<file path="config.mk">
export PLATFORM = sky130hd
export DESIGN_NAME = button_conditioner
export DESIGN_NICKNAME = d
export VERILOG_FILES = /design/src/rtl/button_conditioner.sv
export SDC_FILE = /design/constraint.sdc
export NUM_CORES = 1
export LEC_CHECK = 0
export BUFFER_PORTS_ARGS = -buffer_cell sky130_fd_sc_hd__buf_4
export CAP_MARGIN = 20
export CORE_ASPECT_RATIO = 0.6
export CORE_UTILIZATION = 67
export CTS_BUF_LIST = sky130_fd_sc_hd__clkbuf_16
export DETAILED_ROUTE_END_ITERATION = 8
export GPL_ROUTABILITY_DRIVEN = 1
export PLACE_DENSITY = 0.83
export SLEW_MARGIN = 20
export SYNTH_ARGS = -nofsm -noshare
export SYNTH_HDL_FRONTEND = slang
export SYNTH_SLANG_ARGS = --single-unit
</file>
<file path="constraint.sdc">
create_clock -name x1 -period 9.7 [get_ports x1]
set_clock_uncertainty 0.1 [all_clocks]
set_input_delay 0.485 -clock x1 [delete_from_list [all_inputs] [get_ports x1]]
set_output_delay 0.485 -clock x1 [all_outputs]
set_load 0.02 [all_outputs]
</file>
<file path="src/rtl/button_conditioner.sv">
// button_conditioner: synchronizes and debounces raw push-buttons into level, press and release signals
module button_conditioner #(
    parameter int WIDTH        = 4,
    parameter int STABLE_COUNT = 1000000,
    parameter int CNT_W        = 20
) (
    input  logic             x1,
    input  logic             reset,
    input  logic [WIDTH-1:0] buttons_raw,
    output logic [WIDTH-1:0] buttons_level,
    output logic [WIDTH-1:0] buttons_press,
    output logic [WIDTH-1:0] buttons_release,
    output logic             any_pressed
);
    typedef enum logic [1:0] {STABLE_LO, CHK_HI, STABLE_HI, CHK_LO} state_t;

    logic [WIDTH-1:0] r_sync1, r_sync2;
    logic [WIDTH-1:0] w_level_nxt;

    // two-flop synchronizer; only the second stage feeds the debouncers
    always_ff @(posedge x1 or posedge reset) begin
        if (reset) begin
            r_sync1 <= '0;
            r_sync2 <= '0;
        end else begin
            r_sync1 <= buttons_raw;
            r_sync2 <= r_sync1;
        end
    end

    for (genvar g = 0; g < WIDTH; g++) begin : g_ch
        state_t           r_state;
        logic [CNT_W-1:0] r_cnt;
        logic             r_level, r_press, r_release;
        logic             w_done;

        assign w_done = r_cnt == CNT_W'(STABLE_COUNT - 1);
        assign w_level_nxt[g] = (r_state == CHK_HI && r_sync2[g] && w_done) |
                                (r_level && !(r_state == CHK_LO && !r_sync2[g] && w_done));
        assign buttons_level[g]   = r_level;
        assign buttons_press[g]   = r_press;
        assign buttons_release[g] = r_release;

        // debounce FSM: flip the level only after STABLE_COUNT consecutive differing samples
        always_ff @(posedge x1 or posedge reset) begin
            if (reset) begin
                r_state   <= STABLE_LO;
                r_cnt     <= '0;
                r_level   <= 1'b0;
                r_press   <= 1'b0;
                r_release <= 1'b0;
            end else begin
                r_press   <= 1'b0;
                r_release <= 1'b0;
                case (r_state)
                    STABLE_LO: begin
                        r_state <= r_sync2[g] ? CHK_HI : STABLE_LO;
                        r_cnt   <= r_sync2[g] ? CNT_W'(1) : '0;
                    end
                    CHK_HI: begin
                        if (!r_sync2[g]) begin
                            r_state <= STABLE_LO;
                            r_cnt   <= '0;
                        end else if (w_done) begin
                            r_state <= STABLE_HI;
                            r_level <= 1'b1;
                            r_press <= 1'b1;
                            r_cnt   <= '0;
                        end else begin
                            r_cnt <= r_cnt + CNT_W'(1);
                        end
                    end
                    STABLE_HI: begin
                        r_state <= r_sync2[g] ? STABLE_HI : CHK_LO;
                        r_cnt   <= r_sync2[g] ? '0 : CNT_W'(1);
                    end
                    default: begin
                        if (r_sync2[g]) begin
                            r_state <= STABLE_HI;
                            r_cnt   <= '0;
                        end else if (w_done) begin
                            r_state   <= STABLE_LO;
                            r_level   <= 1'b0;
                            r_release <= 1'b1;
                            r_cnt     <= '0;
                        end else begin
                            r_cnt <= r_cnt + CNT_W'(1);
                        end
                    end
                endcase
            end
        end
    end

    // any_pressed tracks the next level so it changes together with buttons_level
    always_ff @(posedge x1 or posedge reset) begin
        if (reset) any_pressed <= 1'b0;
        else       any_pressed <= |w_level_nxt;
    end
endmodule

</file>
Word level (Yosys, flattened, before mapping) --
Cells that the tools add are included. Widths: inputs -> output; s select.
Storage, ports and cells: register bits 109, bits in latches 0, memory bits (writable) 0, memory bits (read-only) 0, bits of input ports 6, output and inout port bits 13, word-level logic and storage cells 208, memories 0
Operators by class: add/sub/neg operators 4, multiply operators 0, div/mod/pow operators 0, $lt $le $gt $ge 0, eq/ne operators 28, shifts and indexed selects 0, multiplexer cells 92, bitwise logic cells 8, reduce and logical (&&, ||, !) cells 53
Operator list (count):
- $mux 20 | 12
- $pmux 20 s3 | 4
- $add 20x1->20 const B | 4
- $eq 20x20->1 const B | 4
- $mux 1 | 52
- $mux 2 | 16
- $pmux 2 s3 | 4
- $logic_and 1x1->1 | 20
- $reduce_bool 5->1 | 4
- $eq 2x2->1 const B | 8
- $reduce_and 4->1 | 4
- $ne 3x3->1 const B | 4
- $reduce_or 3->1 | 4
- $eq 2x1->1 const B | 4
- $logic_not 1->1 | 8
- $logic_not 2->1 | 4
- $ne 2x1->1 const B | 4
- $ne 2x2->1 const B | 4
- $pmux 1 s2 | 4
- $reduce_and 2->1 | 4
- $reduce_or 2->1 | 4
- $not 1->1 | 4
- $or 1x1->1 | 4
- $reduce_or 4->1 | 1

Longest topological paths before layout --
depth after elaboration 7, gate-level depth with buffers 8, depth with buffers taken out 7

Worst setup path before layout --
OpenSTA, ideal clock, no wires.
path kind register to register, start point register g_ch[2].r_cnt[0], end point register g_ch[2].r_level, library setup time 0.125 ns, data arrival time 1.860 ns, required time 9.475 ns, setup slack 7.615 ns, cell stages (with the launch flop) 8, buffers on the path 1, clock period less this slack 2.085 ns, path through dfrtp_1 ha_1 and3_1 nand3_1 or3_1 buf_2 nor4_2 mux2_2
On the way: cells in the longest elaborated chain, start to end 2
RTL lines:
- from (decl) | line 33 | logic [CNT_W-1:0] r_cnt;
- from (signal assigned) | line 58 | r_cnt <= r_sync2[g] ? CNT_W'(1) : '0;
- from (signal assigned) | line 70 | r_cnt <= r_cnt + CNT_W'(1);
- from (signal assigned) | line 75 | r_cnt <= r_sync2[g] ? '0 : CNT_W'(1);
- $eq 20x20->1 | line 37 | assign w_done = r_cnt == CNT_W'(STABLE_COUNT - 1);
- $reduce_and 4->1 (no line)
- to (signal assigned) | line 49 | r_level <= 1'b0;
- to (signal assigned) | line 66 | r_level <= 1'b1;
- to (signal assigned) | line 83 | r_level <= 1'b0;
- to (decl) | line 34 | logic r_level, r_press, r_release;
No other way between the ends. A chain may end at the register's enable or synchronous reset.

Final worst setup path --
Same ends and word-level chain as after synthesis.

==> metrics.txt <==
status=finished clean; crit path launch type=flip-flop; top achievable clock speed=433.9 MHz; Max Root-Sink Buffers=2; post-synthesis net count=565; count of different cell masters after synthesis=50; synthesized flop and latch total=109; H-tree lvl count=3; CTS Sinks=109; drt wl/cell=16.42 um; RSZ-0062 raised after global routing=no; Final Power=1.084 mW; Die W=119.1 um; reg-to-reg setup timing slack=7.40 ns; I/O Pins=19; post-synthesis instance total=536; Post-synth EDFFs=0; crit share post-route=23.76%; r2r worst-path depth=6; first-pass GRT wire length=18.22 mm; critical path type=flip-flop to flip-flop; worst r2r src=g_ch[2].r_cnt[0]; Leak=2.570 nW; Cell Rows=25; final net count=572; ANT cells=0; final WL=10.77 mm; gr usage total=27.82%; CP max FO=8; relative slew slack=45.52%; pin count of the biggest net entering global routing=56; Worst Hold Class=input pin to asynchronous set/reset pin; Port Buffer Count=18; initial antenna violation count=0; cell taking the most area after synthesis=dfrtp_1; setup TNS=0 ns; ys flop type=dfrtp_1; Die H=72.29 um; post-synth top area share=49.44%; total gr overflow=0; initial DRC count=355; routability cong.=0.8744; post_cts resized=0; share of post-route cells with drive strength above 1=9.124%; TritonCTS clock tree=built; DRT Pass-1 Iters=4; post-DR vias/cell=5.933; synth warn=0; crit path DAT=2.44 ns; max_cap viols=0; post-CTS setup buffers=0; Cell Pwr Density=181.7 nW/um2; Final setup viols=0; area grow syn2layout=8.120%; Reg clk slew, reported paths=0.07 ns; TritonCTS Buffers=9; final hold vios=0; DPL Wire Length=7.255 mm; CTS Root Cell=clkbuf_16; Avg Inst Size Synth=10.29 um2; vias=3892; Starting Density=69.71%; Crit. End Element=flip-flop; critical path data required time=9.83 ns; Worst-Margin Slew=0.8097 ns; RR Endpoint=g_ch[2].r_level; vias in the first global route=3771; Max IR drop VDD=0.1052 mV; ys async rst share=100.0%; Clk Latency, worst-skew pair=0.35 ns; crit path launch=g_ch[2].r_cnt[0]; most common cell after layout, fill and taps aside=dfrtp_1; register area share after synthesis=49.44%; Worst Setup EP=g_ch[2].r_level; Die Footprint=8612 um2; Final ANT Viol Nets=0; max-slew violations=0; Tmin final=2.305 ns; commonest cells after routing, fill and taps aside=109 x dfrtp_1, 87 x nor2_1, 45 x xor2_1; Post-Synthesis Cell Area=5517 um2; top cells by area, synth=dfrtp_1 49%, xor2_1 7.1%, nor2_1 5.9%; cts hold-fix bufs=0; DRC=0; core area=7914 um2
## worst max-delay path: stages, from the launching register on
cell and delay, ns:
dfrtp_1 0.39, ha_1 0.23, and3_1 0.21, nand3_1 0.15, or3_1 0.54, nor4_2 0.21, mux2_2 0.36
## cell families after synthesis
| logic type | count (synthesis) | synth area share (%) |
|---|---|---|
| xor+xnor | 70 | 11.11 |
| fa+ha+maj | 23 | 5.217 |
| mux | 13 | 2.495 |
| flops | 109 | 49.44 |
| buf+inv | 39 | 3.765 |
| simple gates | 254 | 24.79 |
| compound gates | 28 | 3.176 |
## metal layers
layer | global-route usage [%] | up-vias | share of wire (%)
li1 | - | 1854 | -
met1 | 38.89 | 1894 | 48
met2 | 42.31 | 122 | 45
met3 | 6.997 | 22 | 4.9
met4 | 11.11 | 0 | 2.3
met5 | 0 | - | 0
## area by class of cell
type                            count  area, um2
Clock buffer                        9      225.2
Clock inverter                      7      90.09
Fill cell                         552       1949
Inverter                           16      62.56
Multi-Input combinational cell    388       2581
Sequential cell                   109       2728
Tap cell                          108      135.1
Timing Repair Buffer               19      142.6
## synth_stat cells, types with 4 or more instances
| library cell | n |
|---|---|
| a21oi_1 | 6 |
| and3_1 | 13 |
| and4_1 | 9 |
| buf_2 | 4 |
| buf_4 | 13 |
| clkbuf_1 | 5 |
| dfrtp_1 | 109 |
| ha_1 | 23 |
| inv_1 | 16 |
| mux2_2 | 4 |
| mux2i_1 | 7 |
| nand2_1 | 31 |
| nand2b_1 | 4 |
| nand3_1 | 36 |
| nand4_1 | 20 |
| nand4b_1 | 4 |
| nor2_1 | 87 |
| nor2b_1 | 4 |
| nor3_1 | 5 |
| nor4_1 | 9 |
| nor4b_1 | 4 |
| o21ai_0 | 10 |
| or3_1 | 4 |
| xnor2_1 | 25 |
| xor2_1 | 45 |
## through the flow
step	instance area (um2)	std cells	setup WS (ns)	util (%)	hold slack (ns)
floorplan	5517	536	6.241	-	0.2312
global placement	5649	640	7.522	71.38	0.2328
detailed placement	5649	640	7.413	71.38	0.2416
CTS	5964	656	7.388	75.37	0.1290
global route	5964	656	7.135	75.37	0.1227
finish	5964	656	7.395	75.37	0.1315
## registers in the layout (all words and copies together) (netlist names), named ones only
signal	count
any_pressed	1
r_sync1	4
g_ch.r_press	4
g_ch.r_state	4
g_ch.r_level	4
g_ch.r_release	4
g_ch.r_cnt	80
r_sync2	4
## power breakdown
part	internal, mW	total (mW)	switching, mW
clock network	0.225	0.387	0.162
registers	0.479	0.509	0.0299
logic	0.0666	0.187	0.120
total	0.771	1.08	0.313
## how the worst min path moves through the flow
stage	slack (ns)	endpoint	cells after the start
5_1_grt	0.12	r_sync1[2]	1
2_1_floorplan	0.23	r_sync2[0]	0
4_1_cts	0.13	r_sync1[0]	1
6_report	0.13	g_ch[0].r_cnt[0]	2
3_5_place_dp	0.24	r_sync2[1]	0
3_3_place_gp	0.23	r_sync2[1]	0
Note: power is estimated with default switching activity, not from simulation.
